`src/rtl/seg7_scan_4d_pkg.sv`:
```
// Shared constants and helpers for the 4-digit multiplexed 7-segment display driver.
// Default timing is 1 ms per digit slot at 100 MHz.
package seg7_scan_4d_pkg;

   localparam int PRESCALE_DEF  = 100000;
   localparam int BLANK_CYC_DEF = 1000;

   localparam logic [6:0] SEG_BLANK = 7'h7F;
   localparam logic [6:0] SEG_DASH  = 7'h3F;
   localparam logic [7:0] AN_OFF    = 8'hFF;

   typedef enum logic [1:0] {
      DIG_0 = 2'd0,
      DIG_1 = 2'd1,
      DIG_2 = 2'd2,
      DIG_3 = 2'd3
   } digit_idx_e;

   // Active-low anode pattern for one digit; the upper four board digits stay dark.
   function automatic logic [7:0] an_select(input logic [1:0] idx);
      logic [3:0] onehot;
      onehot = 4'b0001 << idx;
      return {4'hF, ~onehot};
   endfunction

endpackage

```
`src/rtl/seg7_decoder.sv`:
```
// BCD digit to active-low 7-segment cathodes, seg[6:0] = {g,f,e,d,c,b,a}.
// Codes A-F are not valid BCD and render as a dash.
module seg7_decoder
   import seg7_scan_4d_pkg::*;
(
   input  logic [3:0] digit,
   output logic [6:0] seg
);

   always_comb begin
      seg = SEG_DASH;
      case (digit)
         4'd0: seg = 7'b1000000;
         4'd1: seg = 7'b1111001;
         4'd2: seg = 7'b0100100;
         4'd3: seg = 7'b0110000;
         4'd4: seg = 7'b0011001;
         4'd5: seg = 7'b0010010;
         4'd6: seg = 7'b0000010;
         4'd7: seg = 7'b1111000;
         4'd8: seg = 7'b0000000;
         4'd9: seg = 7'b0010000;
         default: seg = SEG_DASH;
      endcase
   end

endmodule

```
`src/rtl/seg7_scan_4d.sv`:
```
// Time-multiplexed driver for the Nexys4 DDR common-anode display: frame-coherent
// snapshot of the BCD bus, leading-zero blanking, decimal points and anti-ghost blanking.
//
//   state | meaning
//   ------+-------------------------------------------
//   DIG_0 | slot for digit 0 (least significant)
//   DIG_1 | slot for digit 1
//   DIG_2 | slot for digit 2
//   DIG_3 | slot for digit 3; its terminal count starts a new frame
module seg7_scan_4d
   import seg7_scan_4d_pkg::*;
#(
   parameter int PRESCALE  = PRESCALE_DEF,
   parameter int BLANK_CYC = BLANK_CYC_DEF
) (
   input  logic        clk,
   input  logic        reset,
   input  logic        en,
   input  logic [15:0] bcd,
   input  logic [3:0]  dp_mask,
   input  logic        blank_lz,
   output logic [7:0]  an,
   output logic [6:0]  seg,
   output logic        dp
);

   localparam int CW = $clog2(PRESCALE);

   // Down-counter: PRE_LOAD corresponds to slot position 0, zero is the terminal count.
   localparam logic [CW-1:0] PRE_LOAD      = CW'(PRESCALE - 1);
   localparam logic [CW-1:0] PRE_BLANK_LIM = CW'(PRESCALE - BLANK_CYC);

   logic [CW-1:0] pre_cnt;
   logic          tc;
   logic          frame_start;
   logic          in_blank;

   digit_idx_e    idx, idx_nxt;
   logic [1:0]    idx_b;

   logic [15:0]   snap_bcd;
   logic [3:0]    snap_dp;
   logic          snap_lz;

   logic          en_run;
   logic [3:0]    lz_blank;
   logic [3:0]    cur_digit;
   logic [6:0]    dec_seg;
   logic          an_on;
   logic [7:0]    an_d;
   logic          dp_d;

   assign tc          = (pre_cnt == '0);
   assign frame_start = tc && (idx == DIG_3);
   assign in_blank    = (BLANK_CYC > 0) && (pre_cnt >= PRE_BLANK_LIM);
   assign idx_b       = idx;

   always_ff @(posedge clk) begin
      if (reset) begin
         pre_cnt <= PRE_LOAD;
      end else if (tc) begin
         pre_cnt <= PRE_LOAD;
      end else begin
         pre_cnt <= pre_cnt - 1'b1;
      end
   end

   always_ff @(posedge clk) begin
      if (reset) begin
         idx <= DIG_0;
      end else begin
         idx <= idx_nxt;
      end
   end

   always_comb begin
      idx_nxt = idx;
      if (tc) begin
         case (idx)
            DIG_0:   idx_nxt = DIG_1;
            DIG_1:   idx_nxt = DIG_2;
            DIG_2:   idx_nxt = DIG_3;
            DIG_3:   idx_nxt = DIG_0;
            default: idx_nxt = DIG_0;
         endcase
      end
   end

   always_ff @(posedge clk) begin
      if (reset) begin
         snap_bcd <= '0;
         snap_dp  <= '0;
         snap_lz  <= 1'b0;
      end else if (frame_start) begin
         snap_bcd <= bcd;
         snap_dp  <= dp_mask;
         snap_lz  <= blank_lz;
      end
   end

   // Dropping en kills the display at once; re-enabling waits for a slot boundary
   // so a digit never lights for a partial slot.
   always_ff @(posedge clk) begin
      if (reset) begin
         en_run <= 1'b1;
      end else if (!en) begin
         en_run <= 1'b0;
      end else if (tc) begin
         en_run <= 1'b1;
      end
   end

   always_comb begin
      lz_blank    = 4'b0000;
      lz_blank[3] = snap_lz && (snap_bcd[15:12] == 4'd0);
      lz_blank[2] = lz_blank[3] && (snap_bcd[11:8] == 4'd0);
      lz_blank[1] = lz_blank[2] && (snap_bcd[7:4] == 4'd0);
   end

   always_comb begin
      cur_digit = snap_bcd[3:0];
      case (idx)
         DIG_0:   cur_digit = snap_bcd[3:0];
         DIG_1:   cur_digit = snap_bcd[7:4];
         DIG_2:   cur_digit = snap_bcd[11:8];
         DIG_3:   cur_digit = snap_bcd[15:12];
         default: cur_digit = snap_bcd[3:0];
      endcase
   end

   seg7_decoder u_dec (
      .digit (cur_digit),
      .seg   (dec_seg)
   );

   // The decimal point follows the anode so it never shows on a dark digit.
   always_comb begin
      an_on = en && en_run && !in_blank && !lz_blank[idx_b];
      an_d  = an_on ? an_select(idx_b) : AN_OFF;
      dp_d  = !(an_on && snap_dp[idx_b]);
   end

   always_ff @(posedge clk) begin
      if (reset) begin
         an  <= AN_OFF;
         seg <= SEG_BLANK;
         dp  <= 1'b1;
      end else begin
         an  <= an_d;
         seg <= dec_seg;
         dp  <= dp_d;
      end
   end

endmodule

```
`config.mk`:
```
export PLATFORM = sky130hd
export DESIGN_NAME = seg7_scan_4d
export DESIGN_NICKNAME = d
export VERILOG_FILES = /design/src/rtl/seg7_scan_4d_pkg.sv /design/src/rtl/seg7_decoder.sv /design/src/rtl/seg7_scan_4d.sv
export SDC_FILE = /design/constraint.sdc
export NUM_CORES = 1
export LEC_CHECK = 0
export ABC_AREA = 1
export CELL_PAD_IN_SITES_DETAIL_PLACEMENT = 1
export CELL_PAD_IN_SITES_GLOBAL_PLACEMENT = 1
export CORE_MARGIN = 1.5
export CORE_UTILIZATION = 40
export CTS_CLUSTER_DIAMETER = 80
export DETAILED_ROUTE_END_ITERATION = 8
export GPL_TIMING_DRIVEN = 0
export PLACE_DENSITY = 0.82
export SLEW_MARGIN = 20
export SYNTH_ARGS = -nofsm -noshare
export SYNTH_HDL_FRONTEND = slang
export SYNTH_SLANG_ARGS = --single-unit
```
`constraint.sdc`:
```
create_clock -name clk -period 3.1 [get_ports clk]
set_clock_uncertainty 0.1 [all_clocks]
set_input_delay 0.62 -clock clk [delete_from_list [all_inputs] [get_ports clk]]
set_output_delay 0.62 -clock clk [all_outputs]
set_load 0.005 [all_outputs]
```
; ---- Word-level counts from Yosys, hierarchy flattened
; Memories as Yosys holds them, arrays and structs flattened. A register that Yosys moved wholly into a read port is not among the register bits.
; Index checks and enable logic that the tools add are counted.
[totals]
regBits = 50
mem_bits_ro = 112
in_bits = 24
out_inout_bits = 16
elab_cells = 46
mem_count = 1
[op_classes]
addsub = 1
magnitude_cmp = 2
n_eq_ne = 4
shifts = 1
mux = 8
bitwise_logic = 2
n_reduce_logical = 18
[mem_list]
columns = memory, words, word_bits, read_ports, rd_ports_with_merged_regs, write_ports, line_no
row1 = (no name shown), 16, 7, 1, 1, 0, seg7_decoder.sv:12  ; case (digit)
[ops]
columns = cell, count
row1 = "17-bit >= comparator, second input constant", 1
row2 = 17-bit zero test, 1
row3 = "17-bit by 1-bit subtractor with 17-bit output, second input constant", 1
row4 = 4-bit case mux with 4 select lines, 1
row5 = 4-bit zero test, 3
row6 = 1-bit logical AND, 8
row7 = 2-bit case mux with 4 select lines, 1
row8 = 1-bit binary-select mux with 2-bit select, 2
row9 = "2-bit equality test, second input constant", 2
row10 = 1-bit 2-to-1 mux, 4
row11 = 4-bit inverter, 1
row12 = 2-bit OR reduction, 2
row13 = "1-bit by 2-bit left shift with 4-bit output, first input constant", 1
row14 = 1-bit zero test, 3
row15 = "2-bit by 3-bit < comparator with 1-bit output, second input constant", 1
row16 = "2-bit by 1-bit equality test with 1-bit output, second input constant", 1
row17 = 2-bit zero test, 1
row18 = "2-bit by 1-bit inequality test with 1-bit output, second input constant", 1
row19 = 1-bit inverter, 1

; ---- Depth between registers and ports, before layout
[depth]
word_depth = 10
ltp_mapped = 12
depth_no_buf = 12

; ---- Modules after synthesis
; A second synthesis with hierarchy kept.
[hier_totals]
hier_cells = 338
hier_area_um2 = 2506.2
[by_module_without_submodules]
columns = module, n_inst, cells_each, area_each_um2, seq_area_each_um2
row1 = seg7_scan_4d, 1, 303, 2318.5, 1061.0
row2 = seg7_decoder, 1, 35, 187.7, 0.0

; ---- Worst setup path after synthesis
; OpenSTA, ideal clock, no wires.
[synth_timing]
kind = register to register
startpoint = register idx[0]
endpoint = register seg[4]
setup_time_ps = 62
arrival_ps = 1694
required_ps = 2938
slack_ps = 1244
stages_incl_launch_ff = 13
n_path_buf = 0
period_less_slack_ps = 1856
path_cell_list = dfxtp_1 inv_1 ha_1 inv_2 nand2_1 o22ai_2 inv_1 ha_1 inv_1 nand3_1 nand2_1 nand2_1 nand3_1
[synth_between]
elab_chain_cells = 2
elab_cells_between_ends = 5
cone_classes = eq/ne: 3 / mux: 1 / reduce/logical: 1
[synth_rtl]
columns = item, line_no
row1 = start: declaration, seg7_scan_4d.sv:38  ; digit_idx_e idx, idx_nxt;
row2 = start signal: assignment, seg7_scan_4d.sv:72  ; idx <= idx_nxt;
row3 = "2-bit equality test, or another cell as far along", seg7_scan_4d.sv:122  ; case (idx)
row4 = 4-bit case mux with 4 select lines *, seg7_scan_4d.sv:122
row5 = end: declaration, seg7_scan_4d.sv:23  ; output logic [6:0] seg,
; Mark *: on every way between the ends. The rest lies on a longest branch, timed or not.
; A chain may end at the register's enable or synchronous reset.

; ---- Worst setup path after layout
; Same ends and word-level chain as after synthesis.

==> summary.md <==
## Global routing
* vias in the first global route: 2336
* pin count of the biggest net entering global routing: 15
* GRT Total Usage: 0.209
* first-pass GRT wire length: 10.6 mm
* leftover overflow at the end of global routing: 0
* number of antenna violations at the first check in global routing: 0

## Logic synthesis
* portion of synthesized cell area occupied by the leading cell type: 0.429
* Gate Count Post-Synth: 345
* top area cells in the synthesized netlist: sky130_fd_sc_hd__dfxtp_1, sky130_fd_sc_hd__nand2_1, sky130_fd_sc_hd__nand3_1, sky130_fd_sc_hd__a21oi_1, sky130_fd_sc_hd__nor2_1
* synth warn: 0
* register bit total from synthesis: 53
* post-synthesis cell type with the largest combined area: sky130_fd_sc_hd__dfxtp_1
* share of the yosys chip area belonging to registers: 0.429
* Avg Cell Area, Syn: 7.17 um^2
* count of cell types in the netlist: 30
* cell area after synthesis: 2470 um^2

## Clock tree
* number of levels the H-tree was split into: 2
* Clock Tree Buf Depth: 2
* clock latency on the worst-skew pair: 300 ps
* CTS sink cnt: 53
* quantity of hold-fixing buffers added after cts: 0
* clock buffers created by TritonCTS: 5
* post-cts repair resize count: 0
* clock transition at the register clock pins on the worst setup and hold paths after CTS: 90 ps
* clock tree root buffer cell: sky130_fd_sc_hd__clkbuf_8
* TritonCTS clock tree: yes
* Setup Buffers After CTS: 0

## Power
* proportion of power drawn by flip-flops and latches: 0.603
* worst supply voltage drop on vdd: 0.266 mV
* Power, Total: 1.15 mW
* Internal Pwr Total: 907 uW
* net load switching power: 241 uW
* Switching Fraction: 0.210
* combinational share of power: 0.058
* static leakage: 1.21 nW
* power density over the cells: 382 nW/um^2
* relative contribution of the clock network to total power: 0.339

## Timing
* Min Hold Slack: 314 ps
* setup repair after global routing missed its margin: no
* Fin. Hold Viols: 0
* Min Clock Period, post-route: 2250 ps
* final setup violating endpoints: 0
* maximum clock frequency: 0.445 GHz
* period utilisation layout: 0.725
* Setup TNS: 0 ps
* final-report max-slew violation count: 0

## Outcome
* outcome: completed

## Detailed routing
* DRT Pass-1 Iters: 5
* DRC viols: 0
* count of vias placed by the detailed router: 2301
* post-route antenna net violation count: 0
* mean number of vias per cell: 4.96
* routed wire length: 6.40 mm
* Routed wire per std cell: 13.8 um
* initial drt markers: 43

## Finish
* fill cell total of the finished layout: 818
* most common library cell in the layout ignoring fill and taps: sky130_fd_sc_hd__nand2_1
* commonest cells after routing, fill and taps aside: sky130_fd_sc_hd__nand2_1, sky130_fd_sc_hd__dfxtp_1, sky130_fd_sc_hd__nand3_1
* diode insertion count for antenna repair: 0
* nets@finish: 422
* fraction of final layout cells with drive strength greater than 1: 0.0720
* final non-filler cell area: 3010 um^2
* area added between synthesis and finish: 21.5%

## Worst setup path
* Critical R2R Launch: idx[0]
* crit path cell chain: inv_1, ha_1, inv_2, nand2_1, o22ai_2, inv_1, ha_1, inv_1, nand3_1, nand2_1, nand2_1, nand3_1
* category of the worst setup path launch point: register
* gate family responsible for the most delay along the worst path: buffers and inverters
* arrival time at the worst endpoint: 2390 ps
* end of the worst register-to-register path: seg[4]
* sort of element at the end of the critical path: register
* critical path's largest stage delay: 450 ps
* Critical-path top delay cell: sky130_fd_sc_hd__dfxtp_1
* kind of critical path: register to register
* combined buffer and inverter count along the critical path: 4
* r2r worst-path depth: 12
* reg-to-reg slack, setup: 850 ps
* start point of the critical path: idx[0]
* required time of the critical path: 3240 ps
* Critical Path Fanout Max: 7

## Die
* starting utilization of the core area: 0.416
* die extent in x: 81.7 um
* die area: 6670 um^2
* # IOs: 40
* Floorplan Core Area: 5960 um^2
* number of rows in the core area: 28
* Die Y: 81.7 um

## Placed design
* placed cell areas: 2920 um^2
* Port-buffer cells: 34
* Detail Placement HPWL: 4.98 mm
* last weighted congestion value of the routability-driven placer: 0.804

## Min path
* terminating pin of the worst hold path: pre_cnt[0]
* classification of the worst-slack hold path: register to register
* hold-critical path depth: 1
* worst min-delay path startpoint: pre_cnt[0]

## Run
* total of max-cap violations: 0

[final cells by class]
cell class,instances,area [um^2],area share
flip-flops and latches,53,1060,0.353
multi-input cells,256,1240,0.414
repair buffers,34,340,0.113
inverters,25,93.8,0.0312
well taps,75,93.8,0.0312
clock buffers,7,86.3,0.0287
plain buffers,14,86.3,0.0287
[cell families (layout without fill, tap and decap cells)]
logic type | after synthesis | after routing | share of synthesized area
compound gates | 48 | 48 | 0.102
xor+xnor | 6 | 6 | 0.0212
fa+ha+maj | 9 | 9 | 0.0455
buf+inv | 39 | 80 | 0.0728
flops | 53 | 53 | 0.429
other cells | 1 | 4 | 0.00152
simple gates | 189 | 189 | 0.329
[flip-flops by register name, summed over array words and instances, names as in the netlist]
| name | count |
|---|---|
| seg | 7 |
| snap_bcd | 16 |
| pre_cnt | 17 |
| en_run | 1 |
| dp | 1 |
| an | 4 |
| snap_dp | 4 |
| idx | 2 |
| snap_lz | 1 |
[metrics by stage]
step	std cells	setup slack, ps	utilization
global route	464	638	0.505
CTS	464	831	0.505
finish	464	853	0.505
floorplan	348	1240	-
detailed placement	457	868	0.490
global placement	457	963	0.490
[layer usage]
metal,global-route usage,vias up,routed length (um)
met5,0,-,0
met3,0.0344,6,143
met1,0.241,1092,2840
met2,0.392,25,3340
li1,-,1178,-
met4,0.0644,0,73
[cell usage after synthesis (all sizes together)]
library cell,instances
nand4,1
nand3,40
o21bai,1
a21oi,31
and3,1
o22ai,2
xor2,4
nor2,44
xnor2,2
or2,2
nor3,2
inv,25
nand2,98
buf,10
clkbuf,4
dfxtp,53
o21ai,14
ha,9
nand3b,1
conb,1
[worst max path at each step]
stage             end  slack, ps  cells after the start
2_1_floorplan  seg[4]       1240                     12
3_5_place_dp   seg[4]        870                     12
6_report       seg[4]        850                     12
3_3_place_gp   seg[4]        960                     12
5_1_grt        seg[4]        640                     12
4_1_cts        seg[4]        830                     12
[worst reg2reg max path, cell delays in order (launching register included)]
cell and delay (ps):
sky130_fd_sc_hd__dfxtp_1 450, sky130_fd_sc_hd__inv_1 180, sky130_fd_sc_hd__ha_1 280, sky130_fd_sc_hd__inv_2 120, sky130_fd_sc_hd__nand2_1 80, sky130_fd_sc_hd__o22ai_2 270, sky130_fd_sc_hd__inv_1 130, sky130_fd_sc_hd__ha_1 240
sky130_fd_sc_hd__inv_1 90, sky130_fd_sc_hd__nand3_1 80, sky130_fd_sc_hd__nand2_1 70, sky130_fd_sc_hd__nand2_1 50, sky130_fd_sc_hd__nand3_1 60
[power by group through the flow]
stage / Clock, mW / Sequential, mW / Combinational (mW)
floorplan: 0 / 0.708 / 0.0220
global placement: 0 / 0.708 / 0.0649
detailed placement: 0 / 0.709 / 0.0668
CTS: 0.403 / 0.693 / 0.0669
global route: 0.435 / 0.694 / 0.0727
finish: 0.389 / 0.692 / 0.0662
(Power assumes the default switching activity.)
